===== config.mk =====
export PLATFORM = sky130hd
export DESIGN_NAME = reg_bus_arbiter
export DESIGN_NICKNAME = d
export VERILOG_FILES = /design/src/rtl/reg_bus_arbiter.sv
export SDC_FILE = /design/constraint.sdc
export NUM_CORES = 1
export LEC_CHECK = 0
export BUFFER_PORTS_ARGS = -buffer_cell sky130_fd_sc_hd__buf_2
export CORE_AREA = 2 2 201 203
export CTS_CLUSTER_SIZE = 14
export DETAILED_ROUTE_END_ITERATION = 8
export DIE_AREA = 0 0 203 205
export GPL_TIMING_DRIVEN = 0
export PLACE_DENSITY = 0.6
export SETUP_SLACK_MARGIN = 0.02
export SYNTH_ARGS = -nofsm -noshare
export SYNTH_HDL_FRONTEND = slang
export SYNTH_SLANG_ARGS = --single-unit

===== constraint.sdc =====
create_clock -name clk -period 2.5 [get_ports clk]
set_input_delay 0.5 -clock clk [delete_from_list [all_inputs] [get_ports clk]]
set_output_delay 0.5 -clock clk [all_outputs]
set_load 0.005 [all_outputs]

===== src/rtl/reg_bus_arbiter.sv =====
// Round-robin arbiter sharing one memory-style register port between two requesters.
// Every access runs grant (IDLE) -> downstream strobe (ACCESS) -> response capture (RESP).
module reg_bus_arbiter #(
  parameter int AW = 32,
  parameter int DW = 64
) (
  input  logic            clk,
  input  logic            rst,
  input  logic            i_m0_req,
  input  logic            i_m0_we,
  input  logic [AW-1:0]   i_m0_addr,
  input  logic [DW/8-1:0] i_m0_be,
  input  logic [DW-1:0]   i_m0_wdata,
  output logic            o_m0_gnt,
  output logic            o_m0_rvalid,
  output logic [DW-1:0]   o_m0_rdata,
  input  logic            i_m1_req,
  input  logic            i_m1_we,
  input  logic [AW-1:0]   i_m1_addr,
  input  logic [DW/8-1:0] i_m1_be,
  input  logic [DW-1:0]   i_m1_wdata,
  output logic            o_m1_gnt,
  output logic            o_m1_rvalid,
  output logic [DW-1:0]   o_m1_rdata,
  output logic            o_reg_we,
  output logic [AW-1:0]   o_reg_addr,
  output logic [DW/8-1:0] o_reg_be,
  output logic [DW-1:0]   o_reg_wdata,
  output logic            o_reg_req,
  input  logic [DW-1:0]   i_reg_rdata
);
  localparam int BW = DW / 8;

  typedef enum logic [1:0] {IDLE = 2'd0, ACCESS = 2'd1, RESP = 2'd2} state_t;

  state_t        r_state, w_next;
  logic          r_prio, r_owner, r_we;
  logic          r_rvalid0, r_rvalid1;
  logic [AW-1:0] r_addr;
  logic [BW-1:0] r_be;
  logic [DW-1:0] r_wdata, r_rdata0, r_rdata1;
  logic          w_gnt0, w_gnt1;

  always_ff @(posedge clk) begin
    if (rst) r_state <= IDLE;
    else     r_state <= w_next;
  end

  // r_prio names the requester that wins a tie; grants are suppressed while in reset.
  always_comb begin
    w_next    = r_state;
    w_gnt0    = 1'b0;
    w_gnt1    = 1'b0;
    o_reg_req = 1'b0;
    o_reg_we  = 1'b0;
    case (r_state)
      IDLE: begin
        if (!rst) begin
          if (i_m0_req && (!i_m1_req || !r_prio)) w_gnt0 = 1'b1;
          else if (i_m1_req)                       w_gnt1 = 1'b1;
        end
        if (w_gnt0 || w_gnt1) w_next = ACCESS;
      end
      ACCESS: begin
        o_reg_req = 1'b1;
        o_reg_we  = r_we;
        w_next    = RESP;
      end
      RESP:    w_next = IDLE;
      default: w_next = IDLE;
    endcase
  end

  always_ff @(posedge clk) begin
    if (rst) begin
      r_prio    <= 1'b0;
      r_owner   <= 1'b0;
      r_we      <= 1'b0;
      r_addr    <= '0;
      r_be      <= '0;
      r_wdata   <= '0;
      r_rvalid0 <= 1'b0;
      r_rvalid1 <= 1'b0;
      r_rdata0  <= '0;
      r_rdata1  <= '0;
    end else begin
      r_rvalid0 <= 1'b0;
      r_rvalid1 <= 1'b0;
      if (w_gnt0) begin
        r_owner <= 1'b0;
        r_prio  <= 1'b1;
        r_we    <= i_m0_we;
        r_addr  <= i_m0_addr;
        r_be    <= i_m0_be;
        r_wdata <= i_m0_wdata;
      end else if (w_gnt1) begin
        r_owner <= 1'b1;
        r_prio  <= 1'b0;
        r_we    <= i_m1_we;
        r_addr  <= i_m1_addr;
        r_be    <= i_m1_be;
        r_wdata <= i_m1_wdata;
      end
      // Writes complete with rvalid too, but only reads overwrite the owner's rdata.
      if (r_state == RESP) begin
        if (r_owner) begin
          r_rvalid1 <= 1'b1;
          if (!r_we) r_rdata1 <= i_reg_rdata;
        end else begin
          r_rvalid0 <= 1'b1;
          if (!r_we) r_rdata0 <= i_reg_rdata;
        end
      end
    end
  end

  assign o_m0_gnt    = w_gnt0;
  assign o_m1_gnt    = w_gnt1;
  assign o_m0_rvalid = r_rvalid0;
  assign o_m1_rvalid = r_rvalid1;
  assign o_m0_rdata  = r_rdata0;
  assign o_m1_rdata  = r_rdata1;
  assign o_reg_addr  = r_addr;
  assign o_reg_be    = r_be;
  assign o_reg_wdata = r_wdata;

endmodule


==> impl_metrics.tcl, run 1 <==
set metrics [dict create \
    crit_fanout 10 \
    syn_nets 1484 \
    timing.fmax_mhz 414 \
    fin_setup_tns_ns 0 \
    stdcell_count 2294 \
    syn_to_final_growth_pct 42.4 \
    required_ns 2.00 \
    tightest_slew_ns 0.795 \
    drt-initial-drc-count 573 \
    syn_area_per_cell_um2 8.05 \
    power_density_nw_per_um2 685 \
    place_ws_ns -0.212 \
    grt_pass1_wl_um 62000 \
    die_w_um 203 \
    status "finished, final reports clean" \
    gp_congestion 0.903 \
    syn_area_um2 9700 \
    hold_viol_final 0 \
    reg2reg_from "r_prio" \
    synth_edf_count 0 \
    synth_top_area_cell "dfxtp_1" \
    grt_pass1_vias 10800 \
    maxSlewViolCount 0 \
    path_clk_slew_ns 0.07 \
    arrival_ns 1.92 \
    drive_above_1_share 0.353 \
    worstRegToRegCells 5 \
    cp.depth 5 \
    syn_inst 1206 \
    hold_buffers 0 \
    dp_hpwl_um 33200 \
    portBuffers 514 \
    drv_cap 0 \
    totalWireLength_um 42100 \
    setup_viol 0 \
    crit_buf_inv 2 \
    rsz0062_at_grt "no" \
    worstSkewPairLatency_ns 0.55 \
    cpPeakStageDelay_ns 0.48 \
    drtPass1Iterations 6 \
    reg2reg_setup_slack_ns 0.32 \
    ios 516 \
    synth_seq_area_share 0.493 \
    fin_skew_ns 0.0207 \
    ir_drop_v 0.000374 \
    antenna_found_initial 6 \
    p_leak_nw 5.81 \
    cts.sinks 239 \
    cts_max_path_buffers 3 \
    finalCritPeriodShare 0.967 \
    yosys_warnings 0 \
    hold_path_depth 3 \
    wire_per_inst_um 18.4 \
    path_cells "buf_6 > or3b_2 > o21bai_4 > nor2_1 > buf_2" \
    synth_ff_type "dfxtp_1" \
    cts_tree "done" \
    final.setup.worst_slack_ns 0.0822 \
    ys_types 30 \
    synth_common_cells "256 x nand2_1, 239 x dfxtp_1, 235 x a21oi_1" \
    cpLargestDelayFamily "simple AND/OR/NAND/NOR gates" \
    yosysMostFrequentCell "nand2_1" \
    grt-ovfl-total 0 \
    cp_slowest_cell "or3b_2" \
    timing.rr.end "o_reg_wdata[43]" \
    utilization 0.351 \
    relSlewSlack 0.470 \
    min_period_ns 2.42 \
    grt_max_degree 26 \
    numCtsBuffers 26 \
    vias 11300 \
    hp-class "in -> reg" \
    grt.total_usage 0.189 \
    start_kind "flop" \
    clock-root-buffer "clkbuf_16" \
    fin_nets 2023 \
    synth.area.top_cells "dfxtp_1 49%, a21oi_1 12%, nand2_1 9.9%" \
    setup.worst_path.class "reg -> out" \
    htreeDepth 1 \
    post-place-cells 2245 \
    drc_errors 0 \
    dieArea_um2 41600 \
    cp-end-kind "output pin" \
    cp-startpoint "r_state[1]" \
    fp-row-count 73 \
    start_util 0.246 \
    ys_seq_elements 239 \
    dieHeight_um 205 \
    ant_nets 0 \
    core_area_um2 39400 \
    async_reset_ff_frac 0 \
    crit_path_end "o_m1_gnt" \
    vias_per_cell 4.92 \
    synthDominantCellAreaShare 0.493 \
    postCtsSetupBuffers 0 \
]
==> sequential cells by signal (all words and copies together) (netlist names), 2 cells and up <==
register / flops
o_m0_rdata: 64
o_reg_addr: 32
o_m1_rdata: 64
o_reg_be: 8
o_reg_wdata: 64
r_state: 2
==> worst reg2reg max path, delay by kind of cell, from the launching register on <==
family | cells | cell delay [ns]
AO/OA/AOI/OAI | 3 | 0.94
buffers and inverters | 2 | 0.68
flip-flops | 1 | 0.47
==> stage by stage <==
stage | area (um^2) | total power [W] | hold WS, ns
finish | 13800 | 0.00947 | 0.199
global route | 13800 | 0.00985 | 0.194
CTS | 13800 | 0.00958 | 0.159
detailed placement | 12900 | 0.00571 | 0.444
global placement | 12900 | 0.00570 | 0.438
floorplan | 9700 | 0.00494 | 0.453
==> metal layers <==
metal | share of wire | up-vias | routed length [um] | GRT usage
li1 | - | 5412 | - | -
met2 | 0.49 | 545 | 20700 | 0.340
met1 | 0.40 | 5257 | 16900 | 0.226
met3 | 0.080 | 78 | 3380 | 0.0382
met4 | 0.027 | 4 | 1120 | 0.0584
met5 | 0.00043 | - | 18 | 0
==> cell usage in the layout, fill, tap and decap left out, drive strengths merged <==
cell and instances:
clkbuf 118, a21boi 1, or4b 1, nor3 1, inv 1, bufinv 1, diode 5, nor4bb 2
buf 567, a311oi 105, and2 2, nand2 256, or3 1, nor4b 3, a21bo 1, nor2b 2
o31ai 1, o21bai 1, clkinv 4, clkinvlp 6, dfxtp 239, or3b 1, a21oi 235, nand4bb 1
nor2 3, or2 1, o21ai 105, nand3 105
==> worst min path at each step <==
stage,endpoint,start,slack [ns]
global route,o_m1_rdata[63],i_reg_rdata[63],0.19
floorplan,o_m0_rdata[0],o_m0_rdata[0],0.45
CTS,o_m1_rdata[63],i_reg_rdata[63],0.16
detailed placement,o_m0_rdata[23],o_m0_rdata[23],0.44
finish,o_m1_rdata[63],i_reg_rdata[63],0.20
global placement,o_m0_rdata[6],o_m0_rdata[6],0.44
==> cell type report <==
cell class	count	area [um^2]
Antenna cell	5	12.5
Fill cell	4271	25500
Sequential cell	239	4790
Multi-Input combinational cell	828	4300
Clock buffer	36	759
Inverter	1	3.75
Timing Repair Buffer	514	2570
Buffer	135	632
Clock inverter	11	95.1
Tap cell	525	657
==> logic make-up (layout without fill, tap and decap cells) <==
kind of cell    count (synthesis)  count (layout)  share of synthesized area
simple gates                  379             379                      0.167
compound gates                449             449                      0.275
flops                         239             239                      0.493
buf+inv                       139             697                     0.0652
other cells                     0               5                          0
==> report_power, final <==
group	total (W)	internal (W)	switching [W]
clock network	0.00384	0.00222	0.00162
registers	0.00414	0.00402	0.000123
logic	0.00149	0.000600	0.000886
total	0.00947	0.00684	0.00263
==> repair_timing <==
action | in CTS | in global routing
resized for setup | 6 | 6
hold endpoints to repair | 0 | 0
setup endpoints to repair | 4 | 1
(Power assumes the default switching activity.)
==> run 2: changes to the inputs <==
- CORE_AREA: 2 2 201 203 -> 2 2 202 204
- DIE_AREA: 0 0 203 205 -> 0 0 204 206
- SKIP_CTS_REPAIR_TIMING: unset -> 1
==> run 2 against run 1 <==
  * Flip-flop and latch count is the same
  * Clock skew shrank 0.011 ns
  * Clock-buffer cell count is the same
  * Via count shrank 0.35%
  * Utilization shrank 0.34 points
  * Largest power group is now clock
  * Highest routed layer unchanged
==> impl_metrics.tcl, run 2 (synthesis results as in run 1) <==
set metrics [dict create \
    status "finished, final reports clean" \
    drv_cap 0 \
    dieArea_um2 42000 \
    dp_hpwl_um 32700 \
    fin_total_pwr_w 0.0101 \
    relSlewSlack 0.486 \
    combPwrFrac 0.147 \
    fin_skew_ns 0.00992 \
    swShare 0.260 \
    p_sw_w 0.00264 \
    cts_tree "done" \
    p_leak_nw 5.88 \
    ios 516 \
    core_area_um2 40200 \
    cts_max_path_buffers 3 \
    clock-root-buffer "clkbuf_16" \
    setup.worst_path.class "reg -> out" \
    fin_setup_tns_ns 0 \
    ir_drop_v 0.000386 \
    final_common_cell "buf_2" \
    internal_power_w 0.00748 \
    portBuffers 514 \
    setup_viol 0 \
    path_clk_slew_ns 0.06 \
    vias_per_cell 4.90 \
    finalCritPeriodShare 0.956 \
    die_w_um 204 \
    arrival_ns 1.89 \
    gp_congestion 0.960 \
    antenna_found_initial 4 \
    vias 11300 \
    crit_fanout 10 \
    tightest_slew_ns 0.771 \
    worstSkewPairLatency_ns 0.54 \
    hp-class "in -> reg" \
    grt_max_degree 14 \
    utilization 0.348 \
    cp-end-kind "output pin" \
    min_period_ns 2.39 \
    fp-row-count 74 \
    drt-initial-drc-count 649 \
    drc_errors 0 \
    grt_pass1_vias 10800 \
    cts.sinks 239 \
    start_util 0.241 \
    htreeDepth 1 \
    maxSlewViolCount 0 \
    totalWireLength_um 41800 \
    rsz0062_at_grt "no" \
    pwr-share-clk 0.444 \
    wire_per_inst_um 18.2 \
    required_ns 2.00 \
    grt_pass1_wl_um 61400 \
    hold_viol_final 0 \
    grt-ovfl-total 0 \
    start_kind "flop" \
    power_density_nw_per_um2 724 \
    fin_nets 2024 \
    syn_to_final_growth_pct 44.0 \
    reg2reg_setup_slack_ns 0.29 \
    drive_above_1_share 0.352 \
    numCtsBuffers 27 \
    grt.total_usage 0.185 \
    power_frac_seq 0.410 \
    layout_common_cells "556 x buf_2, 256 x nand2_1, 238 x dfxtp_1" \
    drtPass1Iterations 7 \
    timing.fmax_mhz 418 \
    dieHeight_um 206 \
    ant_nets 0 \
]
run 2: cell count changes in the layout (fill, tap and decap cells not counted):
cell / change
bufinv_16: +6
clkbuf_1: -1
clkbuf_8: +1
clkinv_2: -3
clkinvlp_4: -3
dfxtp_1: +1
dfxtp_4: -1
diode_2: -2
nor2b_1: +1
nor2b_2: -1
run 2: power by group through the flow:
stage                     Sequential [W]  Clock, W  Combinational (W)
after floorplan                  0.00422         0           0.000715
after global routing             0.00416   0.00474            0.00164
after CTS                        0.00414   0.00458            0.00148
after detailed placement         0.00422         0            0.00148
final                            0.00414   0.00449            0.00148
after global placement           0.00422         0            0.00146
run 2: final timing paths:
path                                 startpoint              end  cells after the start
worst max-delay path                 r_state[1]         o_m1_gnt                      5
worst max register to register           r_prio  o_reg_wdata[60]                      5
worst min-delay path            i_reg_rdata[30]   o_m1_rdata[30]                      3
worst min register to register   o_m0_rdata[63]   o_m0_rdata[63]                      2
run 2: routing by layer:
metal / GRT usage / part of all wire
met1: 0.217 / 0.40
met2: 0.335 / 0.49
met3: 0.0416 / 0.080
met4: 0.0575 / 0.026
met5: 0 / 0.00031
run 2: worst max-delay path, cell delays in order, from the launching register on:
cell and delay, ns:
dfxtp_2 0.33, buf_6 0.13, or3b_2 0.48, o21bai_4 0.19, nor2_1 0.09, buf_2 0.14
run 2: per-stage QoR:
stage | instance area, um^2 | std cells | hold WS [ns] | worst slack (ns)
after CTS | 13900 | 2299 | 0.183 | -0.171
after global routing | 14000 | 2298 | 0.200 | 0.0240
after global placement | 12900 | 2252 | 0.438 | -0.158
after floorplan | 9700 | 1206 | 0.453 | 0.490
after detailed placement | 12900 | 2252 | 0.445 | -0.168
final | 14000 | 2299 | 0.213 | 0.109
run 2: layout make-up:
class	count	area [um^2]
well taps	532	666
clock buffers	36	769
clock inverters	11	238
flip-flops and latches	239	4790
multi-input cells	828	4300
plain buffers	135	632
repair buffers	514	2570
fillers	4302	26200
inverters	1	3.75
diodes	3	7.51
==> run 3: changes to the inputs <==
- BUFFER_PORTS_ARGS: -buffer_cell sky130_fd_sc_hd__buf_2 -> unset
- DONT_BUFFER_PORTS: unset -> 1
- PLACE_DENSITY: 0.6 -> 0.49
==> run 3 against run 2 <==
  * First-iteration DRC count shrank 19%
  * Critical path type unchanged
  * Clock skew is 0.011 ns higher
  * Sequential share of layout area is 7.9 points higher
  * Combinational power decreased by 33%
  * Largest cell class unchanged
  * Flip-flop and latch count is the same
  * Via count down 17%
  * Total power fell by 4.8%
  * Clock power decreased by 2%
  * Register-to-register slack hardly changed
==> impl_metrics.tcl, run 3 (synthesis results as in run 1) <==
set metrics [dict create \
    status "finished, final reports clean" \
    die_w_um 204 \
    portBuffers 0 \
    htreeDepth 1 \
    start_util 0.241 \
    dp_hpwl_um 32300 \
    dieHeight_um 206 \
    drc_errors 0 \
    grt_pass1_vias 8974 \
    cts_tree "done" \
    required_ns 2.00 \
    cp-end-kind "output pin" \
    reg2reg_setup_slack_ns 0.30 \
    ant_nets 0 \
    drive_above_1_share 0.0862 \
    crit_fanout 10 \
    final.setup.worst_slack_ns 0.0494 \
    worstSkewPairLatency_ns 0.56 \
    grt-ovfl-total 0 \
    ir_drop_v 0.000416 \
    numCtsBuffers 29 \
    place_ws_ns -0.229 \
    cp-startpoint "r_state[1]" \
    cpLargestDelayFamily "simple AND/OR/NAND/NOR gates" \
    dieArea_um2 42000 \
    grt.total_usage 0.185 \
    tightest_slew_ns 0.749 \
    antenna_found_initial 5 \
    wire_per_inst_um 23.3 \
    crit_buf_inv 1 \
    setup_viol 0 \
    fp-row-count 74 \
    reg2reg_from "r_prio" \
    timing.rr.end "o_reg_wdata[42]" \
    syn_to_final_growth_pct 17.0 \
    fin_nets 1512 \
    gp_congestion 0.860 \
    drt-initial-drc-count 528 \
    worstRegToRegCells 5 \
    core_area_um2 40200 \
    ios 516 \
    crit_path_end "o_m1_gnt" \
    fin_skew_ns 0.0204 \
    hp-class "in -> reg" \
    timing.fmax_mhz 408 \
    cts_max_path_buffers 3 \
    final_common_cell "nand2_1" \
    path_cells "buf_2 > or3b_2 > o21bai_1 > nor2_2" \
    hold_viol_final 0 \
    vias_per_cell 5.20 \
    maxSlewViolCount 0 \
    clock-root-buffer "clkbuf_16" \
    dpl-instance-area_um2 10400 \
    drtPass1Iterations 7 \
    min_period_ns 2.45 \
    cpPeakStageDelay_ns 0.48 \
    layout_common_cells "256 x nand2_1, 239 x dfxtp_1, 235 x a21oi_1" \
    relSlewSlack 0.501 \
    drv_cap 0 \
    power_density_nw_per_um2 848 \
    grt_max_degree 14 \
    p_leak_nw 3.52 \
    start_kind "flop" \
    finalCritPeriodShare 0.980 \
    setup.worst_path.class "reg -> out" \
    cp.depth 4 \
    totalWireLength_um 41600 \
    rsz0062_at_grt "yes" \
    vias 9290 \
    finalInstanceArea_um2 11400 \
    arrival_ns 1.95 \
    cts.sinks 239 \
    grt_pass1_wl_um 58400 \
    cp_slowest_cell "or3b_2" \
    path_clk_slew_ns 0.06 \
]
==> run 3: worst min-delay path by stage <==
stage,depth (start not counted),slack (ns),start,to
after floorplan,2,0.45,o_m0_rdata[0],o_m0_rdata[0]
after global placement,2,0.46,o_m0_rdata[29],o_m0_rdata[29]
after detailed placement,2,0.47,o_m1_rdata[15],o_m1_rdata[15]
after CTS,2,0.03,i_reg_rdata[45],o_m1_rdata[45]
after global routing,2,0.06,i_reg_rdata[16],o_m0_rdata[16]
final,2,0.08,i_reg_rdata[24],o_m0_rdata[24]
==> run 3: final cells by class <==
cell class	count	area [um^2]
Clock buffer	39	823
Tap cell	532	666
Fill cell	4436	28800
Sequential cell	239	4780
Multi-Input combinational cell	828	4290
Inverter	1	3.75
Clock inverter	11	164
Antenna cell	3	7.51
Buffer	135	619
==> run 3: per-layer routing <==
layer	vias to the layer above	part of all wire	GRT usage
li1	4404	-	-
met1	4363	0.36	0.197
met2	454	0.50	0.332
met3	65	0.11	0.0689
met4	4	0.029	0.0655
met5	-	0.00065	0.00238
==> run 3: power breakdown <==
part / internal, W / switching (W) / leakage (nW)
clock network: 0.00270 / 0.00171 / 0.482
registers: 0.00402 / 0.000216 / 1.95
logic: 0.000317 / 0.000672 / 1.09
total: 0.00704 / 0.00260 / 3.52
==> run 3: metrics by stage <==
step           hold slack (ns)  std cells   util  total power (W)  TNS [ns]
2_1_floorplan            0.453       1206      -          0.00494         0
3_3_place_gp             0.461       1738  0.258          0.00531    -0.273
3_5_place_dp             0.468       1738  0.258          0.00532    -0.229
4_1_cts                 0.0271       1788  0.283          0.00978    -0.414
5_1_grt                 0.0558       1786  0.282           0.0100   -0.0468
6_report                0.0752       1788  0.283          0.00963         0
